File: config.mk
export PLATFORM = sky130hd
export DESIGN_NAME = fma16_mult_seq
export DESIGN_NICKNAME = d
export VERILOG_FILES = /design/src/rtl/fma16_pkg.sv /design/src/rtl/fma16_shift_add_step.sv /design/src/rtl/fma16_mult_seq.sv
export SDC_FILE = /design/constraint.sdc
export NUM_CORES = 1
export LEC_CHECK = 0
export ABC_AREA = 1
export CORE_MARGIN = 2
export CORE_UTILIZATION = 30
export DETAILED_ROUTE_END_ITERATION = 10
export GPL_TIMING_DRIVEN = 0
export SYNTH_ARGS = -nofsm -noshare
export SYNTH_HDL_FRONTEND = slang
export SYNTH_HIERARCHICAL = 1
export SYNTH_SLANG_ARGS = --single-unit
File: constraint.sdc
create_clock -name clk -period 2.7 [get_ports clk]
set_input_delay 0.405 -clock clk [delete_from_list [all_inputs] [get_ports clk]]
set_output_delay 0.405 -clock clk [all_outputs]
set_load 0.05 [all_outputs]
File: src/rtl/fma16_pkg.sv
// Shared fma16 types: FSM state, half-precision field layout, bias and an unpacking helper.
package fma16_pkg;

   typedef enum logic [1:0] {
      IDLE = 2'd0,
      MUL  = 2'd1,
      DONE = 2'd2
   } mult_state_t;

   localparam int SIGN_BIT   = 15;
   localparam int EXP_HI     = 14;
   localparam int EXP_LO     = 10;
   localparam int FRAC_HI    = 9;
   localparam int FRAC_LO    = 0;
   localparam int HALF_BIAS  = 15;

   typedef struct packed {
      logic       sign;
      logic [4:0] exp;
      logic [9:0] frac;
   } half_t;

   function automatic half_t unpack_half(input logic [15:0] h);
      half_t r;
      r.sign = h[SIGN_BIT];
      r.exp  = h[EXP_HI:EXP_LO];
      r.frac = h[FRAC_HI:FRAC_LO];
      return r;
   endfunction

endpackage

File: src/rtl/fma16_shift_add_step.sv
// One radix-2 shift-add iteration: conditional add into the upper half, then shift right by one.
module fma16_shift_add_step #(
   parameter int MANT_W = 11
) (
   input  logic [2*MANT_W-1:0] acc,
   input  logic [MANT_W-1:0]   mcand,
   input  logic [MANT_W-1:0]   mplr,
   output logic [2*MANT_W-1:0] acc_next,
   output logic [MANT_W-1:0]   mplr_next
);

   logic [MANT_W:0] sum;

   always_comb begin
      sum = {1'b0, acc[2*MANT_W-1:MANT_W]};
      if (mplr[0]) begin
         sum = sum + {1'b0, mcand};
      end
   end

   // The carry-out becomes the new MSB after the shift.
   assign acc_next  = {sum, acc[MANT_W-1:1]};
   assign mplr_next = {1'b0, mplr[MANT_W-1:1]};

endmodule

File: src/rtl/fma16_mult_seq.sv
// Sequential half-precision significand multiplier feeding the fma16 align-and-sum stage.
// Optional zero/early-termination shortcut enabled by defining FMA16_MULT_EARLY_OUT_EN.
module fma16_mult_seq
   import fma16_pkg::*;
#(
   parameter int MANT_W = 11,
   parameter int BIAS   = HALF_BIAS,
   parameter int EXP_W  = 5
) (
   input  logic                clk,
   input  logic                reset_n,
   input  logic                in_valid,
   output logic                in_ready,
   input  logic [15:0]         x,
   input  logic [15:0]         y,
   output logic                out_valid,
   input  logic                out_ready,
   output logic                xs,
   output logic                ys,
   output logic                ps,
   output logic [EXP_W-1:0]    xe,
   output logic [EXP_W-1:0]    ye,
   output logic [EXP_W:0]      pe,
   output logic [2*MANT_W-1:0] mid_pm,
   output logic                x_zero,
   output logic                y_zero
);

   localparam int CNT_W = $clog2(MANT_W);
   localparam logic [EXP_W:0] BIAS_V = (EXP_W+1)'(BIAS);

   mult_state_t         state_reg;
   logic [CNT_W-1:0]    cnt_reg;
   logic [MANT_W-1:0]   mcand_reg, mplr_reg;
   logic [2*MANT_W-1:0] acc_reg;
   logic                in_ready_reg, out_valid_reg;
   logic                xs_reg, ys_reg, ps_reg, xz_reg, yz_reg;
   logic [EXP_W-1:0]    xe_reg, ye_reg;
   logic [EXP_W:0]      pe_reg;

   half_t               xh, yh;
   logic [EXP_W:0]      pe_calc;
   logic                xz_calc, yz_calc;
   logic [2*MANT_W-1:0] acc_step;
   logic [MANT_W-1:0]   mplr_step;

   assign xh      = unpack_half(x);
   assign yh      = unpack_half(y);
   assign pe_calc = (EXP_W+1)'(xh.exp) + (EXP_W+1)'(yh.exp) - BIAS_V;
   assign xz_calc = ({xh.exp, xh.frac} == '0);
   assign yz_calc = ({yh.exp, yh.frac} == '0);

   fma16_shift_add_step #(.MANT_W(MANT_W)) u_step (
      .acc       (acc_reg),
      .mcand     (mcand_reg),
      .mplr      (mplr_reg),
      .acc_next  (acc_step),
      .mplr_next (mplr_step)
   );

   always_ff @(posedge clk) begin
      if (!reset_n) begin
         state_reg     <= IDLE;
         cnt_reg       <= '0;
         mcand_reg     <= '0;
         mplr_reg      <= '0;
         acc_reg       <= '0;
         in_ready_reg  <= 1'b1;
         out_valid_reg <= 1'b0;
         xs_reg        <= 1'b0;
         ys_reg        <= 1'b0;
         ps_reg        <= 1'b0;
         xe_reg        <= '0;
         ye_reg        <= '0;
         pe_reg        <= '0;
         xz_reg        <= 1'b0;
         yz_reg        <= 1'b0;
      end else begin
         case (state_reg)
            IDLE: begin
               if (in_valid) begin
                  xs_reg       <= xh.sign;
                  ys_reg       <= yh.sign;
                  ps_reg       <= xh.sign ^ yh.sign;
                  xe_reg       <= EXP_W'(xh.exp);
                  ye_reg       <= EXP_W'(yh.exp);
                  pe_reg       <= pe_calc;
                  xz_reg       <= xz_calc;
                  yz_reg       <= yz_calc;
                  // Subnormals carry an implicit bit of 0.
                  mcand_reg    <= MANT_W'({xh.exp != 5'd0, xh.frac});
                  mplr_reg     <= MANT_W'({yh.exp != 5'd0, yh.frac});
                  acc_reg      <= '0;
                  cnt_reg      <= CNT_W'(MANT_W-1);
                  in_ready_reg <= 1'b0;
                  state_reg    <= MUL;
`ifdef FMA16_MULT_EARLY_OUT_EN
                  if (xz_calc || yz_calc) begin
                     state_reg     <= DONE;
                     out_valid_reg <= 1'b1;
                  end
`endif
               end
            end
            MUL: begin
               acc_reg  <= acc_step;
               mplr_reg <= mplr_step;
               cnt_reg  <= cnt_reg - 1'b1;
               if (cnt_reg == '0) begin
                  state_reg     <= DONE;
                  out_valid_reg <= 1'b1;
               end
`ifdef FMA16_MULT_EARLY_OUT_EN
               // No set bits left: the remaining iterations are pure shifts.
               else if (mplr_step == '0) begin
                  acc_reg       <= acc_step >> cnt_reg;
                  state_reg     <= DONE;
                  out_valid_reg <= 1'b1;
               end
`endif
            end
            DONE: begin
               if (out_ready) begin
                  state_reg     <= IDLE;
                  out_valid_reg <= 1'b0;
                  in_ready_reg  <= 1'b1;
               end
            end
            default: begin
               state_reg     <= IDLE;
               out_valid_reg <= 1'b0;
               in_ready_reg  <= 1'b1;
            end
         endcase
      end
   end

   assign in_ready  = in_ready_reg;
   assign out_valid = out_valid_reg;
   assign xs        = xs_reg;
   assign ys        = ys_reg;
   assign ps        = ps_reg;
   assign xe        = xe_reg;
   assign ye        = ye_reg;
   assign pe        = pe_reg;
   assign mid_pm    = acc_reg;
   assign x_zero    = xz_reg;
   assign y_zero    = yz_reg;

endmodule

# --- Word-level counts from Yosys, hierarchy flattened ---
# Index checks and enable logic that the tools add are counted.
totals:
  register_bits: 73
  in_bits: 36
  out_inout_bits: 45
  elab_cells: 56
op_classes:
  add_sub_neg: 4
  eq_ne: 5
  mux: 17
  bitwise: 3
  reduce_logical: 12
op_table:
  columns: ["cell", "n"]
  rows:
  - ["$pmux 22 s2", 1]
  - ["$logic_not 15->1", 2]
  - ["$mux 22", 1]
  - ["$pmux 11 s2", 1]
  - ["$add 11x11->12", 1]
  - ["$mux 12", 1]
  - ["$mux 11", 1]
  - ["$reduce_bool 5->1", 2]
  - ["$reduce_and 3->1", 3]
  - ["$pmux 4 s2", 1]
  - ["$add 5x5->6", 1]
  - ["$mux 2", 3]
  - ["$ne 2x2->1 const B", 3]
  - ["$pmux 1 s3", 2]
  - ["$pmux 2 s3", 1]
  - ["$sub 6x4->6 const B", 1]
  - ["$logic_not 4->1", 1]
  - ["$mux 1", 4]
  - ["$mux 4", 1]
  - ["$reduce_and 2->1", 2]
  - ["$sub 4x1->4 const B", 1]
  - ["$eq 2x1->1 const B", 1]
  - ["$eq 2x2->1 const B", 1]
  - ["$logic_not 2->1", 1]
  - ["3 further kinds", 4]

# --- Logic depth before layout (Yosys ltp) ---
# Gate-level depths: netlist of run 1.
logic_depth:
  word_depth: 3
  mapped_depth: 14
  mapped_depth_nobuf: 14

# --- By module ---
# Netlist of run 1, hierarchy kept.
modules_own_cells:
  columns: ["mod", "n_inst", "cells_per_inst", "area_each_um2", "seq_area_each_um2"]
  rows:
  - ["fma16_mult_seq", 1, 401, 3011.6, 1461.4]
  - ["fma16_shift_add_step", 1, 162, 875.8, 0.0]

# --- Least setup slack after synthesis of run 1 ---
# Ideal clock, no wire load.
synth_timing:
  path_kind: "register -> register"
  from: "register acc_reg[11] (netlist: mid_pm[11])"
  to: "register acc_reg[16] (netlist: mid_pm[16])"
  setup_time_ns: 0.070
  arrival_time_ns: 2.004
  required_time_ns: 2.630
  setup_slack_ns: 0.626
  path_stages_with_launch: 13
  path_buffers: 0
  period_less_slack_ns: 2.074
  path_cell_list: "dfxtp_1 ha_1 inv_1 fa_1 inv_1 nand3_1 nand3_2 nand2_1 nand2_1 nor2_1 o21ai_1 nand2_1 a21oi_1"
synth_via:
  elab_chain_cells: 3
synth_lines:
  columns: ["item", "line", "source"]
  rows:
  - ["start, declared", "fma16_mult_seq.sv:35", "logic [2*MANT_W-1:0] acc_reg;"]
  - ["start signal, assigned", "fma16_mult_seq.sv:106", "acc_reg <= acc_step;"]
  - ["$add 11x11->12", "fma16_shift_add_step.sv:17", "sum = sum + {1'b0, mcand};"]
  - ["$mux 12", "fma16_shift_add_step.sv:16", "if (mplr[0]) begin"]
  - ["via acc_step[16]", "fma16_mult_seq.sv:44", "logic [2*MANT_W-1:0] acc_step;"]
  - ["$pmux 22 s2", "fma16_mult_seq.sv:79", "case (state_reg)"]
# The timed path passes the listed nets, and every way through them passes these cells.
# A chain may end at the register's enable or synchronous reset.

# --- Worst setup path in the final report of run 1 ---
layout_timing:
  from: "input x[10]"
  to: "register pe_reg[5] (netlist: pe[5])"
layout_via:
  elab_chain_cells: 2
layout_lines:
  columns: ["item", "line", "source"]
  rows:
  - ["start, declared", "fma16_mult_seq.sv:14", "input logic [15:0] x,"]
  - ["$add 5x5->6", "fma16_mult_seq.sv:49", "assign pe_calc = (EXP_W+1)'(xh.exp) + (EXP_W+1)'(yh.exp) - BIAS_V;"]
  - ["$sub 6x4->6", "fma16_mult_seq.sv:49", null]
  - ["end signal, assigned", "fma16_mult_seq.sv:87", "pe_reg <= pe_calc;"]
  - ["end, declared", "fma16_mult_seq.sv:39", "logic [EXP_W:0] pe_reg;"]
# Every way passes these cells.

==> results of run 1 <==
==> area by class of cell <==
| class | instances | area share |
|---|---|---|
| multi-input cells | 396 | 0.375 |
| flip-flops and latches | 73 | 0.281 |
| repair buffers | 80 | 0.154 |
| plain buffers | 44 | 0.0561 |
| clock buffers | 13 | 0.0482 |
| well taps | 172 | 0.0414 |
| inverters | 50 | 0.0361 |
| clock inverters | 3 | 0.00771 |
==> through the flow <==
| stage | instance area [sq um] | std cells | total power [mW] |
|---|---|---|---|
| after floorplan | 3890 | 563 | 1.67 |
| after global placement | 4900 | 815 | 1.90 |
| after detailed placement | 4900 | 815 | 1.92 |
| after CTS | 5190 | 831 | 3.11 |
| after global routing | 5190 | 831 | 3.24 |
| final | 5190 | 831 | 3.08 |
==> synthesized netlist by cell type, drive strengths merged <==
cell	instances
xnor2	2
o21ai	32
a31oi	10
nand2	170
clkbuf	7
conb	1
xor2	1
fa	2
dfxtp	73
nor2	66
nor3	2
a211oi	1
clkinv	1
a21oi	52
inv	49
nand3b	3
buf	37
nand4	4
o211a	1
ha	22
nand3	25
or2	2
==> routing by layer <==
layer  vias up  share of wire
li1       1961              -
met1      1692           0.47
met2        65           0.47
met3        17          0.037
met4         0          0.020
met5         -              0
==> critical path, stage by stage <==
cell             delay, ns
clkdlybuf4s50_1       0.51
inv_1                 0.08
ha_1                  0.17
inv_1                 0.05
ha_1                  0.16
inv_1                 0.05
fa_1                  0.36
inv_1                 0.07
nand2_1               0.06
nand2_1               0.08
nand2_1               0.05
nand2_1               0.06
nand3_1               0.06
nand2_1               0.07
inv_1                 0.03
==> power by group <==
part / switching [mW] / total (mW) / internal [mW]
clock network: 0.451 / 1.19 / 0.739
logic: 0.427 / 0.687 / 0.260
registers: 0.0464 / 1.20 / 1.16
total: 0.924 / 3.08 / 2.16
==> cells by family (layout without fill, tap and decap cells) <==
group | Yosys count | count (layout) | synth area share
compound gates | 96 | 96 | 0.131
buf+inv | 94 | 190 | 0.123
other cells | 1 | 1 | 0.000965
simple gates | 272 | 272 | 0.281
flops | 73 | 73 | 0.376
xor+xnor | 3 | 3 | 0.00676
fa+ha+maj | 24 | 24 | 0.0811
==> worst max-delay path by stage <==
stage,cells after the start,start,endpoint
2_1_floorplan,12,mid_pm[11],mid_pm[16]
3_3_place_gp,15,y[10],pe[5]
3_5_place_dp,15,y[10],pe[5]
6_report,15,x[10],pe[5]
5_1_grt,12,mid_pm[11],mid_pm[16]
4_1_cts,15,y[10],pe[5]
==> metrics.md, run 1 <==
| Metric | Value |
|---|---|
| Layout cells sized above 1 | 0.0880 |
| GRT Overall Usage | 0.157 |
| Area taken by multi-input logic gates | 1950 sq um |
| Worst clock skew | 0.00611 ns |
| Dominant cells by area after synthesis | dfxtp_1, nand2_1, ha_1, a21oi_1, nor2_1 |
| H-tree levels | 3 |
| Data required time of the worst path | 2.94 ns |
| Area growth, synth to finish | 33.6% |
| Hold EP | xs |
| Crit Path Max Fanout | 2 |
| Avg Cell Area, Syn | 6.90 sq um |
| Initial antenna violation count | 0 |
| Port bufs | 80 |
| Status | finished clean |
| Largest register FFs | 22 |
| Clk pin slew, worst setup/hold paths | 0.06 ns |
| Worst slew margin | 0.597 |
| Detailed placement HPWL | 8.03 mm |
| WP data arrival | 2.27 ns |
| Commonest cells after routing, fill and taps aside | nand2_1, clkdlybuf4s50_1, dfxtp_1, nor2_1, a21oi_1 |
| Register area share after synthesis | 0.376 |
| Skew-Pair Late Insertion Delay | 0.34 ns |
| Leak pwr | 2.27 nW |
| Die H | 118 um |
| RSZ-0062 raised after global routing | no |
| Overall die area | 13900 sq um |
| Fill cells | 1341 |
| Grt total ovfl | 0 |
| F_max | 492 MHz |
| Routing usage on met1 | 0.202 |
| Reg2reg start | mid_pm[11] |
| Fin Hold WS | 0.467 ns |
| Max Cap Violations | 0 |
| Finished Core Util | 0.412 |
| First-pass GRT wire length | 17.5 mm |
| Power Density | 593 nW/um^2 |
| Fin. Hold Viols | 0 |
| Wire length per cell | 12.8 um |
| Final Setup Violations | 0 |
| Starting density of the core | 0.308 |
| Register area | 1460 sq um |
| Hold Buf Count CTS | 0 |
| Startpoint Class | input port |
| Reg2Reg Depth | 12 |
| Vias in the first global route | 3584 |
| Hold wc startpoint | xs |
| Post-CTS resize count | 0 |
| Post-synthesis cell area | 3890 sq um |
| Vias | 3735 |
| Worst-margin pin slew | 0.604 ns |
| Root buffer cell | clkbuf_16 |
| Pre-CTS setup slack | 0.335 ns |
| Largest area contributor in the netlist | dfxtp_1 |
| Period utilization | 0.753 |
| Flops & latches, synth | 73 |
| Most common cell after layout, fill and taps aside | nand2_1 |
| CTS buffer count | 9 |
| Yosys warns | 6 |
| HP Class | reg -> reg |
| CTS tree | done |
| CP endpoint kind | flip-flop |
| Gate Count Post-Synth | 563 |
| GR Layer Usage met3 | 0.0296 |
| Final Critical Period | 2.03 ns |
| Syn_nets | 623 |
| Number of diodes | 0 |
| Hold path depth | 2 |
| Post-synth cell types | 32 |
| Most Used Layer, Global Route | met2 |
| Setup slack after layout | 0.668 ns |
| Die width | 118 um |
| Initial DRC count | 208 |
| I/O pins | 81 |
| Core Rows | 41 |
| Yosys top cell area share | 0.376 |
| CTS Buffer Depth | 2 |
| Slew Viols, Final | 0 |
| Core area | 12600 sq um |
| Vias per cell | 4.49 |
| Clock tree sinks | 73 |
| Detail Route Antenna Nets | 0 |
| M2 GR Usage | 0.257 |
| Pre-antenna DRT Iters | 4 |
| Total Wirelength | 10.6 mm |
| IR drop worst, VDD | 230 uV |
| GP Congestion | 0.871 |
| Fin nets | 714 |
| Setup TNS | 0 ns |
| Largest net degree at the start of global routing | 12 |
| Worst Setup Path Type | in -> reg |
| R2r setup slk | 0.77 ns |
| Post-CTS setup buffers | 0 |
| Drt drc | 0 |
| Worst r2r dst | mid_pm[16] |
Note: power is estimated with default switching activity, not from simulation.
==> inputs of run 2 (changes only) <==
Clock period 2.7 ns to 1.9 ns, I/O delays scaled along.
==> run 2 against run 1 <==
  * Critical path depth down 14
  * Cell count up 0.24%
  * Power up 42%
  * Via count up 0.78%
  * Worst setup slack worse by 0.63 ns
  * Clock power up 43%
  * Worst hold slack worse by 0.14 ns
  * Register-to-register slack worse by 0.60 ns
  * Cell area up 0.99%
  * Sequential power up 43%
  * Global-route usage down 0.38 points
  * Largest cell class unchanged
  * Largest power group unchanged
==> metrics.md, run 2 (synthesized netlist as in run 1, its figures left out) <==
| Metric | Value |
|---|---|
| Status | finished clean (unchanged) |
| Seq pwr share | 0.390 (was 0.391) |
| First-pass GRT wire length | 17.4 mm (was 17.5 mm) |
| Fin area | 5250 sq um (was 5190 sq um) |
| Clk pin slew, worst setup/hold paths | 0.06 ns (about the same) |
| Layout cells sized above 1 | 0.106 (was 0.0880) |
| Number of diodes | 0 (unchanged) |
| Area growth, synth to finish | 34.9% (was 33.6%) |
| Sw Ratio | 0.302 (was 0.300) |
| Top Family by Delay on Critical Path | buffers and inverters (unchanged) |
| Most common cell after layout, fill and taps aside | nand2_1 (unchanged) |
| Worst-margin pin slew | 0.588 ns (was 0.604 ns) |
| RSZ-0062 raised after global routing | no (unchanged) |
| Commonest cells after routing, fill and taps aside | nand2_1, clkdlybuf4s50_1, dfxtp_1, nor2_1, a21oi_1 (unchanged) |
| Wire length per cell | 12.7 um (was 12.8 um) |
| IR drop worst, VDD | 474 uV (was 230 uV) |
| Core area | 12600 sq um (unchanged) |
| Crit-path cells | clkdlybuf4s50_1 (was clkdlybuf4s50_1 -> inv_1 -> ha_1 -> inv_1 -> ha_1 -> inv_1 -> fa_1 -> inv_1 -> nand2_1 -> nand2_1 -> nand2_1 -> nand2_1 -> nand3_1 -> nand2_1 -> inv_1) |
| Grt total ovfl | 0 (unchanged) |
| Hold wc startpoint | y[11] (was xs) |
| Fin. Hold Viols | 0 (unchanged) |
| Port bufs | 80 (unchanged) |
| Root buffer cell | clkbuf_16 (unchanged) |
| Drt drc | 0 (unchanged) |
| Slew Viols, Final | 0 (unchanged) |
| Total chip power | 4.39 mW (was 3.08 mW) |
| Dpl cell area | 4910 sq um (was 4900 sq um) |
| Power Density | 837 nW/um^2 (was 593 nW/um^2) |
| Worst Setup Path Type | reg -> out (was in -> reg) |
| Startpoint Class | flip-flop (was input port) |
| GRT Overall Usage | 0.153 (was 0.157) |
| Final Critical Period | 1.86 ns |
| WP data arrival | 1.57 ns (was 2.27 ns) |
| CTS tree | done (unchanged) |
| Reg2Reg Depth | 12 (unchanged) |
| Net switching power | 1.33 mW (was 0.924 mW) |
| Reg2reg start | mid_pm[11] (unchanged) |
| CP endpoint kind | output pin (was flip-flop) |
| Hold EP | ye[1] (was xs) |
| Worst clock skew | 0.00631 ns (was 0.00611 ns) |
| Hold Buf Count CTS | 0 (unchanged) |
| Leak pwr | 2.30 nW (was 2.27 nW) |
| Clock power share | 0.388 (was 0.386) |
| CTS buffer count | 9 (unchanged) |
| Detail Route Antenna Nets | 0 (unchanged) |
| Die width | 118 um (unchanged) |
| Finished Core Util | 0.416 (was 0.412) |
| Clock tree sinks | 73 (unchanged) |
| Data required time of the worst path | 1.62 ns (was 2.94 ns) |
| Crit Path Max Fanout | 4 (was 2) |
| Total Wirelength | 10.6 mm (about the same) |
| Critical path buffers and inverters | 1 (was 6) |
| Fin nets | 716 (was 714) |
| Final Setup Violations | 0 (unchanged) |
| Period utilization | 0.978 |
| GP Congestion | 0.880 (was 0.871) |
| Setup TNS | 0 ns (unchanged) |
| Core Rows | 41 (unchanged) |
| Pre-antenna DRT Iters | 5 (was 4) |
| Vias per cell | 4.52 (was 4.49) |
| Crit path max-delay cell type | clkdlybuf4s50_1 (unchanged) |
| CTS Buffer Depth | 2 (unchanged) |
| Hold path depth | 3 (was 2) |
| Overall die area | 13900 sq um (unchanged) |
| Internal power | 3.06 mW (was 2.16 mW) |
| Initial antenna violation count | 0 (unchanged) |
| Worst r2r dst | mid_pm[16] (unchanged) |
| I/O pins | 81 (unchanged) |
| F_max | 538 MHz |
| CP peak stage delay | 0.83 ns (was 0.51 ns) |
| H-tree levels | 3 (unchanged) |
| R2r setup slk | 0.17 ns (was 0.77 ns) |
| Vias | 3764 (was 3735) |
| Worst slew margin | 0.608 (was 0.597) |
| Starting density of the core | 0.308 (unchanged) |
| Largest register FFs | 22 (unchanged) |
| Detailed placement HPWL | 8.07 mm (was 8.03 mm) |
| Vias in the first global route | 3638 (was 3584) |
| Initial DRC count | 152 (was 208) |
| Max Cap Violations | 0 (unchanged) |
| HP Class | in -> reg (was reg -> reg) |
| Skew-Pair Late Insertion Delay | 0.33 ns (was 0.34 ns) |
| Largest net degree at the start of global routing | 13 (was 12) |
| Comb pwr share | 0.222 (was 0.223) |
| Die H | 118 um (unchanged) |
## run 2: repair_timing
item                       CTS  global route
gates resized for setup      4             8
buffers inserted             0             2
setup endpoints to repair    2             4
pin swaps                    0             0
## run 2: power groups by stage
stage | Clock (mW) | Combinational, mW | Sequential, mW
4_1_cts | 1.74 | 0.980 | 1.71
2_1_floorplan | 0 | 0.472 | 1.90
3_5_place_dp | 0 | 0.976 | 1.74
6_report | 1.70 | 0.975 | 1.71
5_1_grt | 1.80 | 1.08 | 1.72
3_3_place_gp | 0 | 0.964 | 1.74
## run 2: per-stage QoR
| step | setup slack, ns | cells | hold slack [ns] |
|---|---|---|---|
| floorplan | 0.0220 | 563 | 0.428 |
| global placement | -0.329 | 815 | 0.451 |
| detailed placement | -0.390 | 815 | 0.452 |
| CTS | 0.00285 | 831 | 0.378 |
| global route | 0.00530 | 833 | 0.353 |
| finish | 0.0426 | 833 | 0.329 |
## run 2: worst max path at each step
stage | startpoint | cells past startpoint | to
final | mid_pm[21] | 1 | mid_pm[21]
after global routing | x[12] | 12 | pe[5]
after CTS | x[11] | 13 | pe[5]
after detailed placement | y[10] | 15 | pe[5]
after global placement | y[10] | 15 | pe[5]
after floorplan | mid_pm[11] | 12 | mid_pm[16]
## run 2: tightest hold or removal path, delay by kind of cell
family	cells	cell delay [ns]
compound gates	1	0.11
buf+inv	1	0.15
simple gates	1	0.08
## run 2: area by class of cell
| class | instances | area (sq um) |
|---|---|---|
| timing repair buffer | 82 | 818 |
| sequential | 73 | 1470 |
| clock inverter | 5 | 55.1 |
| tap | 172 | 215 |
| fill | 1311 | 7370 |
| clock buffer | 11 | 243 |
| multi-input combinational | 396 | 1970 |
| inverter | 50 | 188 |
| buffer | 44 | 292 |
## run 2: layer usage
metal,global-route usage,part of all wire
met1,0.197,0.48
met2,0.259,0.48
met3,0.0233,0.028
met4,0.0542,0.012
met5,0,0
